File: src/rtl/dac_pkg.sv
// Shared definitions for the DAC write sequencer: state encoding,
// default phase widths and the data-bus width.
package dac_pkg;

  localparam int DAC_W = 8;

  localparam int SETUP_CYC_DEF = 2;
  localparam int WR_CYC_DEF    = 3;
  localparam int HOLD_CYC_DEF  = 2;
  localparam int LDAC_CYC_DEF  = 2;

  typedef enum logic [2:0] {
    IDLE,
    SETUP,
    WRITE,
    HOLD,
    LOAD
  } state_e;

  function automatic int max4(input int a, input int b, input int c, input int d);
    int m;
    m = a;
    if (b > m) m = b;
    if (c > m) m = c;
    if (d > m) m = d;
    return m;
  endfunction

endpackage

File: src/rtl/dac_write_seq.sv
// Parallel-bus write sequencer for the dual-channel DAC: takes a code over
// valid/ready and plays out csn/wrn/ldacn with programmable phase widths.
module dac_write_seq
  import dac_pkg::*;
#(
  parameter int SETUP_CYC = SETUP_CYC_DEF,
  parameter int WR_CYC    = WR_CYC_DEF,
  parameter int HOLD_CYC  = HOLD_CYC_DEF,
  parameter int LDAC_CYC  = LDAC_CYC_DEF
) (
  input  logic             clk,
  input  logic             rst,
  input  logic             in_valid,
  output logic             in_ready,
  input  logic [DAC_W-1:0] in_code,
  input  logic             in_sel,
  input  logic             in_defer,
  input  logic             ld_req,
  output logic             busy,
  output logic             done,
  output logic             dac_csn,
  output logic             dac_wrn,
  output logic             dac_ldacn,
  output logic             dac_a_b,
  output logic [DAC_W-1:0] dac_d
);

  localparam int MAXP = max4(SETUP_CYC, WR_CYC, HOLD_CYC, LDAC_CYC);
  localparam int CW   = (MAXP < 1) ? 1 : $clog2(MAXP + 1);

  if (SETUP_CYC < 1 || WR_CYC < 1 || HOLD_CYC < 1 || LDAC_CYC < 1) begin : g_param_check
    $error("dac_write_seq: every phase width parameter must be at least 1");
  end

  state_e           state_q, state_d;
  logic [CW-1:0]    cnt_q, cnt_d;
  logic             defer_q;
  logic             csn_q, wrn_q, ldacn_q, done_q, a_b_q;
  logic [DAC_W-1:0] d_q;
  logic             accept;

  assign in_ready = (state_q == IDLE);
  assign busy     = (state_q != IDLE);
  assign accept   = (state_q == IDLE) && in_valid;

  // Counter is loaded with width-1 on each state entry and the phase ends when it reaches 0.
  always_comb begin
    state_d = state_q;
    cnt_d   = cnt_q;
    unique case (state_q)
      IDLE: begin
        if (in_valid) begin
          state_d = SETUP;
          cnt_d   = CW'(SETUP_CYC - 1);
        end else if (ld_req) begin
          state_d = LOAD;
          cnt_d   = CW'(LDAC_CYC - 1);
        end
      end
      SETUP: begin
        if (cnt_q == '0) begin
          state_d = WRITE;
          cnt_d   = CW'(WR_CYC - 1);
        end else begin
          cnt_d = cnt_q - CW'(1);
        end
      end
      WRITE: begin
        if (cnt_q == '0) begin
          state_d = HOLD;
          cnt_d   = CW'(HOLD_CYC - 1);
        end else begin
          cnt_d = cnt_q - CW'(1);
        end
      end
      HOLD: begin
        if (cnt_q == '0) begin
          if (defer_q) begin
            state_d = IDLE;
            cnt_d   = '0;
          end else begin
            state_d = LOAD;
            cnt_d   = CW'(LDAC_CYC - 1);
          end
        end else begin
          cnt_d = cnt_q - CW'(1);
        end
      end
      LOAD: begin
        if (cnt_q == '0) begin
          state_d = IDLE;
          cnt_d   = '0;
        end else begin
          cnt_d = cnt_q - CW'(1);
        end
      end
      default: begin
        state_d = IDLE;
        cnt_d   = '0;
      end
    endcase
  end

  // Strobes are registered from the next state so they switch cleanly with the state register.
  always_ff @(posedge clk) begin
    if (rst) begin
      state_q <= IDLE;
      cnt_q   <= '0;
      defer_q <= 1'b0;
      csn_q   <= 1'b1;
      wrn_q   <= 1'b1;
      ldacn_q <= 1'b1;
      done_q  <= 1'b0;
      a_b_q   <= 1'b0;
      d_q     <= '0;
    end else begin
      state_q <= state_d;
      cnt_q   <= cnt_d;
      if (accept) begin
        d_q     <= in_code;
        a_b_q   <= in_sel;
        defer_q <= in_defer & ~ld_req;
      end
      csn_q   <= ~((state_d == SETUP) || (state_d == WRITE) || (state_d == HOLD));
      wrn_q   <= ~(state_d == WRITE);
      ldacn_q <= ~(state_d == LOAD);
      done_q  <= (state_q != IDLE) && (state_d == IDLE);
    end
  end

  assign dac_csn   = csn_q;
  assign dac_wrn   = wrn_q;
  assign dac_ldacn = ldacn_q;
  assign done      = done_q;
  assign dac_a_b   = a_b_q;
  assign dac_d     = d_q;

endmodule

File: config.mk
export PLATFORM = sky130hd
export DESIGN_NAME = dac_write_seq
export DESIGN_NICKNAME = d
export VERILOG_FILES = /design/src/rtl/dac_pkg.sv /design/src/rtl/dac_write_seq.sv
export SDC_FILE = /design/constraint.sdc
export NUM_CORES = 1
export LEC_CHECK = 0
export CORE_MARGIN = 1.5
export CORE_UTILIZATION = 44
export CTS_CLUSTER_SIZE = 8
export DETAILED_ROUTE_END_ITERATION = 10
export PLACE_DENSITY = 0.88
export REMOVE_ABC_BUFFERS = 1
export SETUP_SLACK_MARGIN = 0.1
export SLEW_MARGIN = 20
export SYNTH_ARGS = -nofsm -noshare
export SYNTH_HDL_FRONTEND = slang
export SYNTH_SLANG_ARGS = --single-unit
File: constraint.sdc
create_clock -name clk -period 2.2 [get_ports clk]
set_clock_uncertainty 0.2 [all_clocks]
set_input_delay 0.66 -clock clk [delete_from_list [all_inputs] [get_ports clk]]
set_output_delay 0.66 -clock clk [all_outputs]
set_load 0.05 [all_outputs]
==> impl_results.md <==
- Yosys top cell by area: dfxtp_1
- Maxcap violations: 0
- Die width: between 40 and 50 µm
- Antenna violations before repair: 0
- H-tree depth: 1
- Logic pwr share: 50.3%
- Final worst path period need: 2050 ps
- PD cells: around 930 nW/µm²
- Leakage Power: ~0.52 nW
- Critical path class: flip-flop to primary output
- TNS Setup: 0 ps
- Async S/R FF share, synth: 0%
- Area of the multi-input gates: about 470 µm²
- Worst slew margin: 83.0%
- GRT Util Overall: 19.0%
- DIE AREA: 2340 µm²
- CTS root buffer: clkbuf_4
- Synth Register Bits: 19
- Share of the synthesized area in the top cell type: 42.0%
- Max Freq: approximately 490 MHz
- Crit path buf inv count: 3
- Layout area overhead: 40.3%
- Slack of the critical path: 148 ps
- Seq/Total Area, Yosys: 42.0%
- Yosys warnings: 0
- Tot Pwr: approximately 1.2 mW
- Peak VDD IR: 0.622 mV
- WHS: roughly 270 ps
- Post-Syn Area: 906 µm²
- Reg power frac: 35.6%
- Mapped Avg Cell Area: between 8 and 9 µm²
- R2R depth: 5
- Stages on worst setup path: 4
- Clk buf depth: 2
- Clock transition at the registers of the reported paths: approximately 100 ps
- Largest net degree at the start of global routing: 19
- Gpl congestion: roughly 0.86
- Clock latency on the worst-skew pair: 290 ps
- Status: complete, no violations
- CP Launch Type: flip-flop
- Fillers: 160
- CTS tree: done
- Ports: 29
- Critical path's top delay family: buffers and inverters
- Cell Rows: 16
- Post-synth top cells: nand2_1, dfxtp_1, a21oi_1
- Detailed-route DRC error count: 0
- Port buffer count: 28
- Clk sinks: 19
- Yosys cell types: 34
- RSZ-0062 raised after global routing: no
- Crit path cell chain: nor3_2 > buf_4 > inv_1 > buf_6
- Initial Util: 46.6%
- Post-DRT Antenna Nets: 0
- HP Class: flip-flop to flip-flop
- Clock power share: around 14%
- Register area: 382 µm²
- Count leader, synth: nand2_1
- Number of placed instances, taps included: 166
- Fin. max-slew vios: 0
- Dpl hpwl: 1.62 mm
- Crit share post-route: a little over 90%
- Post-Syn Instances: 109
- Net load switching power: about 490 µW
- Slowest cell on crit path: dfxtp_2
- Die Y: 48.4 µm
- Switching portion of total power: between 40% and 50%
- Area contributors post-synth: dfxtp_1, nand2_1, a21oi_1
- Vias: roughly 900
- Vias per cell: around 5.3
- CP required: 1340 ps
- Num CTS Buffers: 3
- Worst Tran Pin Value: 252 ps
- Hold path depth: 2
- N_diodes: 0
- CP peak stage delay: 340 ps
- Pint: 698 µW
- Core Footprint: 1940 µm²
- Top_reg_cell synth: dfxtp_1
- Nets: ~160
- Drt first pass iters: 4
- Congestion Overflow GR: 0
- Drt total wl: 2.13 mm
- Final setup viols: 0
- Final Hold Vio Count: 0
- Vias in the first global route: around 860
- Crit-path max FO: 3
- Critical Path AT: about 1200 ps
- WL/cell: 12.5 µm
- Share of layout cells above drive strength 1: between 20% and 30%
- Final non-filler cell total: 171
- DP Worst Slack: -219 ps
- Crit end category: primary output
- DR iter-0 viols: 24
- Number of synthesized flops with an enable pin: 0
- Global-route wire length before repair: between 3 and 4 mm
==> worst paths after layout <==
path,start,slack [ps],end
setup / recovery,state_q[2]$_SDFF_PP0_,150,busy
hold / removal,dac_d[7]$_SDFFE_PP0P_,270,dac_d[7]$_SDFFE_PP0P_
setup reg to reg,cnt_q[0]$_SDFFE_PP0P_,470,dac_ldacn$_SDFF_PP1_
hold reg to reg,dac_d[7]$_SDFFE_PP0P_,270,dac_d[7]$_SDFFE_PP0P_
==> metrics by stage <==
step | utilization, % | instance area, µm²
after floorplan | - | 870
after global placement | 63.1 | 1230
after detailed placement | 63.1 | 1230
after CTS | 64.9 | 1260
after global routing | 65.5 | 1270
final | 65.5 | 1270
==> state kept, by name, indices dropped and copies added (netlist names) <==
signal     flops
done           1
state_q        3
cnt_q          2
dac_d          8
dac_ldacn      1
dac_wrn        1
dac_a_b        1
defer_q        1
dac_csn        1
==> logic make-up after synthesis <==
family          Yosys count  share of synthesized area [%]
compound gates           27                           17.4
xor+xnor                  1                          0.967
fa+ha+maj                 4                           5.53
buf+inv                  13                           6.49
flops                    19                           42.0
simple gates             45                           27.6
==> placed cells by master (no fill, tap or decap), types with 2 or more instances in the layout <==
cell type	n
a21oi_1	14
a31oi_1	4
and2_1	2
buf_4	23
clkbuf_4	3
clkdlybuf4s50_1	13
dfxtp_1	18
ha_1	4
inv_1	5
nand2_1	21
nand3_1	2
nand3b_1	2
nor2_1	3
nor3_1	2
nor3b_1	2
o21ai_0	3
or4b_1	2
==> layout make-up <==
| type | count | area share (%) |
|---|---|---|
| Multi-Input combinational cell | 77 | 37.1 |
| Sequential cell | 19 | 30.0 |
| Timing Repair Buffer | 38 | 26.3 |
| Tap cell | 27 | 2.66 |
| Clock buffer | 3 | 1.77 |
| Inverter | 6 | 1.77 |
| Clock inverter | 1 | 0.394 |
==> timing repair <==
action                     4_1_cts  5_1_grt
pin swaps                        2        1
buffers inserted                 1        0
hold buffers                     0        0
resized for setup                0        3
setup endpoints to repair        2        1
==> tightest hold or removal path: stages (launching register included) <==
cell	delay, ps
dfxtp_1	330
nand2_1	50
a21oi_1	50
==> per-layer routing <==
layer	wire length, µm	GRT usage [%]	up-vias
met3	142	5.25	0
met4	0	5.71	0
li1	-	-	453
met1	893	21.3	416
met5	0	0	-
met2	1100	35.0	33
==> power by group through the flow <==
stage	registers [mW]	clock network, mW	logic, mW
after global placement	0.424	0	0.566
after detailed placement	0.428	0	0.576
final	0.423	0.167	0.596
after global routing	0.429	0.196	0.639
after floorplan	0.555	0	0.231
after CTS	0.420	0.178	0.588
Power figures use the tool's default switching activity.
==> edit 1 (config.mk and constraints unchanged) <==
`HOLD_CYC_DEF`: 2 -> 4.
--- a/src/rtl/dac_pkg.sv
+++ b/src/rtl/dac_pkg.sv
@@ -7,5 +7,5 @@
   localparam int SETUP_CYC_DEF = 2;
   localparam int WR_CYC_DEF    = 3;
-  localparam int HOLD_CYC_DEF  = 2;
+  localparam int HOLD_CYC_DEF  = 4;
   localparam int LDAC_CYC_DEF  = 2;
 
Behaviour: not the same (Yosys sat finds a counterexample within 10 cycles, from zero or initial values and one cycle with rst high).
==> edit 1 against the unedited design <==
- sequential share of layout area rose by 1.4 points
- register-to-register slack improved by 0.11 ns
- final area hardly changed
- die area decreased by 1.6%
- worst setup slack better by 0.046 ns
- worst hold slack lost 0.0052 ns
- critical path type unchanged
- highest routed layer is now met4
- total power rose by 25%
- area after synthesis shrank 1.7%
- largest cell class unchanged
- sequential cell count rose by 1
- routed wire length is 6.6% lower
==> edit 1: results (changes against the unedited design) <==
| Metric | Value |
|---|---|
| Worst path arrival time | 1.15 ns (was 1.19 ns) |
| Worst-Margin Slew | 0.331 ns (was 0.252 ns) |
| M2 GR Usage | 26.4% (was 35.0%) |
| R2r setup slk | 0.58 ns (was 0.47 ns) |
| Distinct cells, synth | 33 (was 34) |
| Post-synth top cells | nand2_1 (24), dfxtp_1 (20), a21oi_1 (14), nor2_1 (7), nand2b_1 (6) (was nand2_1 (21), dfxtp_1 (19), a21oi_1 (14), inv_1 (5)) |
| Leakage | 0.000506 µW (was 0.000522 µW) |
| Largest net degree at the start of global routing | 17 (was 19) |
| Global-route wire length before repair | 2950 µm (was 3610 µm) |
| Fillers | 156 (was 160) |
| Area occupied by multi-input gates | 449 µm² (was 472 µm²) |
| Reg area | 400 µm² (was 382 µm²) |
| Sequential share of the synthesized area | 44.9% (was 42.0%) |
| ClkCell Share | 4.13% (was 2.17%) |
| Post-layout util | 65.5% (about the same) |
| Initial antenna violation count | 0 (unchanged) |
| DP Worst Slack | 0.0656 ns (was -0.219 ns) |
| Multi-input gates | 79 (was 77) |
| Xor/xnor share of the synthesized area | 0.983% (was 0.967%) |
| Proportion of synthesized area in mux cells | 0% (unchanged) |
| Flop pwr share | 31.7% (was 35.6%) |
| Final nets | 154 (was 163) |
| Largest register FFs | 8 (unchanged) |
| Worst r2r dst | cnt_q[1] (was dac_ldacn) |
| Non-clock buffers, area share | 26.2% (was 26.3%) |
| Postcts setup bufs | 0 (was 1) |
| IR drop worst, VDD | 0.000647 V (was 0.000622 V) |
| Vias in the first global route | 680 (was 857) |
| P_clk | 298 µW (was 167 µW) |
| Final period utilization | 91.2% (was 93.3%) |
| Synth Register Bits | 20 (was 19) |
| CP max stage cell | dfxtp_1 (was dfxtp_2) |
| Sequential share of cell area | 31.5% (was 30.0%) |
| Starting DRT DRC Count | 17 (was 24) |
| Share of cells above drive strength 1 | 23.0% (was 22.9%) |
| Status | completed (unchanged) |
| Worst Setup EP | in_ready (was busy) |
| Final WL | 1990 µm (was 2130 µm) |
| Hold WC Path Type | register to register (unchanged) |
| Top post-synthesis cells by area | dfxtp_1 (45%), nand2_1 (10%), a21oi_1 (7.9%) (was dfxtp_1 (42%), nand2_1 (8.7%), a21oi_1 (7.7%)) |
| Crit Reg-Reg Startpoint | state_q[0] (was cnt_q[0]) |
| Power in sequential cells | 469 µW (was 423 µW) |
| GR met3 Demand/Resource | 0% (was 5.25%) |
| Invs w/o clock | 1 (was 6) |
| Post-DP Area | 1220 µm² (was 1230 µm²) |
| Gpl congestion | 0.803 (was 0.855) |
| GRT Total Usage | 17.9% (was 19.0%) |
| Non-CTS buffers | 35 (was 38) |
| Adder-cell share of the synthesized area | 0% (was 5.52%) |
| Met1 Usage GRT | 27.1% (was 21.3%) |
| Compound-Gate Fraction of Synth Area | 20.9% (was 17.4%) |
| Dpl hpwl | 1490 µm (was 1620 µm) |
| DR vias | 852 (was 902) |
| NetSw | 582 µW (was 489 µW) |
| Worst reg-to-reg path cell count | 6 (was 5) |
==> edit 1: cell count changes in the layout (fill, tap and decap cells not counted), moves of 4 or more <==
cell,delta
nand2b_1,+6
buf_4,-4
ha_1,-4
inv_1,-4
nor2_1,+4
==> edit 1: metal layers <==
metal / routed length, µm / vias to the layer above / part of all wire [%]
met4: 19 / 0 / 0.95
li1: - / 434 / -
met1: 926 / 393 / 46
met3: 67 / 2 / 3.4
met5: 0 / - / 0
met2: 982 / 23 / 49
==> edit 1: stage by stage <==
step | TNS (ns) | hold WS, ns | cells
after floorplan | -0.583 | 0.258 | 100
after global placement | 0 | 0.243 | 162
after detailed placement | 0 | 0.249 | 162
after CTS | 0 | 0.264 | 166
after global routing | 0 | 0.284 | 166
final | 0 | 0.262 | 166
==> edit 1: worst max-delay path: cells and delay by family (launching register included) <==
family | cells | cell delay [ns]
DFF | 1 | 0.35
and+or+nand+nor | 1 | 0.20
buffers and inverters | 2 | 0.30
==> edit 2 (same flow settings) <==
Made on the original files. Encoding of `state_e`: now one-hot (5 bits for 5 states).
--- a/src/rtl/dac_pkg.sv
+++ b/src/rtl/dac_pkg.sv
@@ -10,10 +10,10 @@
   localparam int LDAC_CYC_DEF  = 2;
 
-  typedef enum logic [2:0] {
-    IDLE,
-    SETUP,
-    WRITE,
-    HOLD,
-    LOAD
+  typedef enum logic [4:0] {
+    IDLE  = 5'b00001,
+    SETUP = 5'b00010,
+    WRITE = 5'b00100,
+    HOLD  = 5'b01000,
+    LOAD  = 5'b10000
   } state_e;
 
Check against the original RTL: no difference found for any inputs over 10 cycles, from zero or initial values and one cycle with rst high; not proved beyond that.
==> edit 2 against the unedited design <==
- the run now ends with setup timing left
- area after synthesis rose by 21%
- sequential power increased by 4%
- worst setup slack got worse by 0.21 ns
- final area grew 18%
- total power down 9.8%
- register-to-register slack got worse by 0.31 ns
- sequential cell count increased by 2
- clock power increased by 14%
- combinational power decreased by 26%
- final cell count up 15%
- critical path type unchanged
- non-clock buffer count rose by 1
- routed wire length grew 39%
==> edit 2: results (changes against the unedited design) <==
| Metric | Value |
|---|---|
| Vias/cell | 5.87 (was 5.27) |
| Status | complete, but fails checks (was completed) |
| Post-synth top cells | dfxtp_1 (21), nand2_1 (13), a21oi_1 (12), nand3_1 (10) (was nand2_1 (21), dfxtp_1 (19), a21oi_1 (14), inv_1 (5)) |
| Most used DFF post-synth | dfxtp_1 (unchanged) |
| Clock Path Buffers | 2 (unchanged) |
| Sw frac | 38.1% (was 41.2%) |
| Worst r2r dst | done (was dac_ldacn) |
| Inst Count DP | 193 (was 166) |
| WHS Endpoint | dac_d[7] (unchanged) |
| Hold slack | 0.267 ns (about the same) |
| DR WL/cell | 15.1 µm (was 12.5 µm) |
| Max_slew headroom | 69.2% (was 83.0%) |
| CTS Buf Count | 3 (unchanged) |
| Critical Path Fanout Max | 2 (was 3) |
| Post-synthesis async set-or-reset flop share | 0% (unchanged) |
| Violated checks | setup timing |
| Setup WS post-layout | -0.0607 ns (was 0.148 ns) |
| Hold_sp | dac_d[7] (unchanged) |
| Largest register FFs | 8 (unchanged) |
| Share of cells above drive strength 1 | 26.0% (was 22.9%) |
| Worst reg-to-reg path cell count | 7 (was 5) |
| Synth warnings | 0 (unchanged) |
| Top post-synthesis cells by area | dfxtp_1 (38%), a21oi_1 (5.5%), ha_1 (4.6%) (was dfxtp_1 (42%), nand2_1 (8.7%), a21oi_1 (7.7%)) |
| Dpl hpwl | 2090 µm (was 1620 µm) |
| Vias in the first global route | 1039 (was 857) |
| Largest net degree at the start of global routing | 17 (was 19) |
| Worst-Skew Late Latency | 0.31 ns (was 0.29 ns) |
| Initial antenna violation count | 0 (unchanged) |
| Htree depth | 1 (unchanged) |
| Fillers | 180 (was 160) |
| Clock Power Share | 17.8% (was 14.1%) |
| GRT Total Usage | 22.6% (was 19.0%) |
| Hold WC Path Type | register to register (unchanged) |
| Worst-path clk slew | 0.12 ns (was 0.10 ns) |
| Clock root buffer | clkbuf_4 (unchanged) |
| GR met3 Demand/Resource | 3.43% (was 5.25%) |
| R2r setup slk | 0.16 ns (was 0.47 ns) |
| Starting DRT DRC Count | 38 (was 24) |
| Ant. Diodes | 0 (unchanged) |
| Port buffer count | 28 (unchanged) |
| Comb pwr share | 41.1% (was 50.3%) |
| # setup viols final | 2 (was 0) |
| DP Worst Slack | -0.167 ns (was -0.219 ns) |
| Hold path depth | 2 (unchanged) |
| TritonRoute pass-1 iters | 4 (unchanged) |
| Gpl congestion | 0.924 (was 0.855) |
| M2 GR Usage | 36.5% (was 35.0%) |
| Average cell area after synthesis | 8.09 µm² (was 8.31 µm²) |
| EDFF count, synth | 0 (unchanged) |
| Met1 Usage GRT | 29.2% (was 21.3%) |
| Sequential share of the synthesized area | 38.5% (was 42.0%) |
| Final hold viol count | 0 (unchanged) |
| Int Pwr | 662 µW (was 698 µW) |
| Leakage | 0.000580 µW (was 0.000522 µW) |
| Final Non-Filler Cells | 197 (was 171) |
| IR drop worst, VDD | 0.000424 V (was 0.000622 V) |
| Distinct cells, synth | 36 (was 34) |
| Global-route wire length before repair | 4600 µm (was 3610 µm) |
| Max-cap violations | 0 (unchanged) |
## edit 2: layout make-up
cell class              instances  area, µm²  share of cell area [%]
multi-input cells             102        651                    43.5
inverters                       3       11.3                   0.753
well taps                      28       35.0                    2.34
repair buffers                 39        345                    23.1
flip-flops and latches         21        427                    28.5
clock buffers                   4       26.3                    1.76
## edit 2: cell families after synthesis
group           after synthesis  share of synthesized area [%]
mux                           2                           2.06
compound gates               29                           15.9
flops                        21                           38.5
simple gates                 66                           33.9
fa+ha+maj                     4                           4.58
buf+inv                      12                           4.24
xor+xnor                      1                          0.802
## edit 2: through the flow
stage	utilization [%]	TNS, ns	area [µm²]
after CTS	65.0	-0.100	1480
after global placement	62.8	-0.410	1430
after floorplan	-	-11.46	1060
after detailed placement	62.8	-0.766	1430
after global routing	65.7	-0.233	1500
final	65.7	-0.117	1500
## edit 2: what timing repair did
item / 4_1_cts / 5_1_grt
pin swaps: 1 / 0
setup buffers: 0 / 0
hold endpoints to repair: 0 / 0
endpoints found under the setup margin: 2 / 5
resized for setup: 7 / 5
## edit 2: worst max-delay path by stage
stage          depth (start not counted)  slack [ns]  endpoint        from
2_1_floorplan                          6       -1.20   dac_csn  state_q[1]
3_3_place_gp                           5       -0.13      done    in_valid
5_1_grt                                4       -0.12  in_ready  state_q[3]
6_report                               4       -0.06  in_ready  state_q[3]
4_1_cts                                4       -0.05  in_ready  state_q[3]
3_5_place_dp                           5       -0.17      done    in_valid
## edit 2: worst max-delay path, cell delays in order, from the launching register on
cell and delay (ns):
dfxtp_2 0.34, or3_4 0.40, nor2_4 0.11, buf_6 0.11, buf_12 0.12
## edit 2: layer usage
metal  part of all wire [%]  vias up  routed length, µm
met4                    3.1        0                 92
met3                    7.0       12                209
met5                      0        -                  0
met1                     41      529               1210
li1                       -      551                  -
met2                     49       64               1460
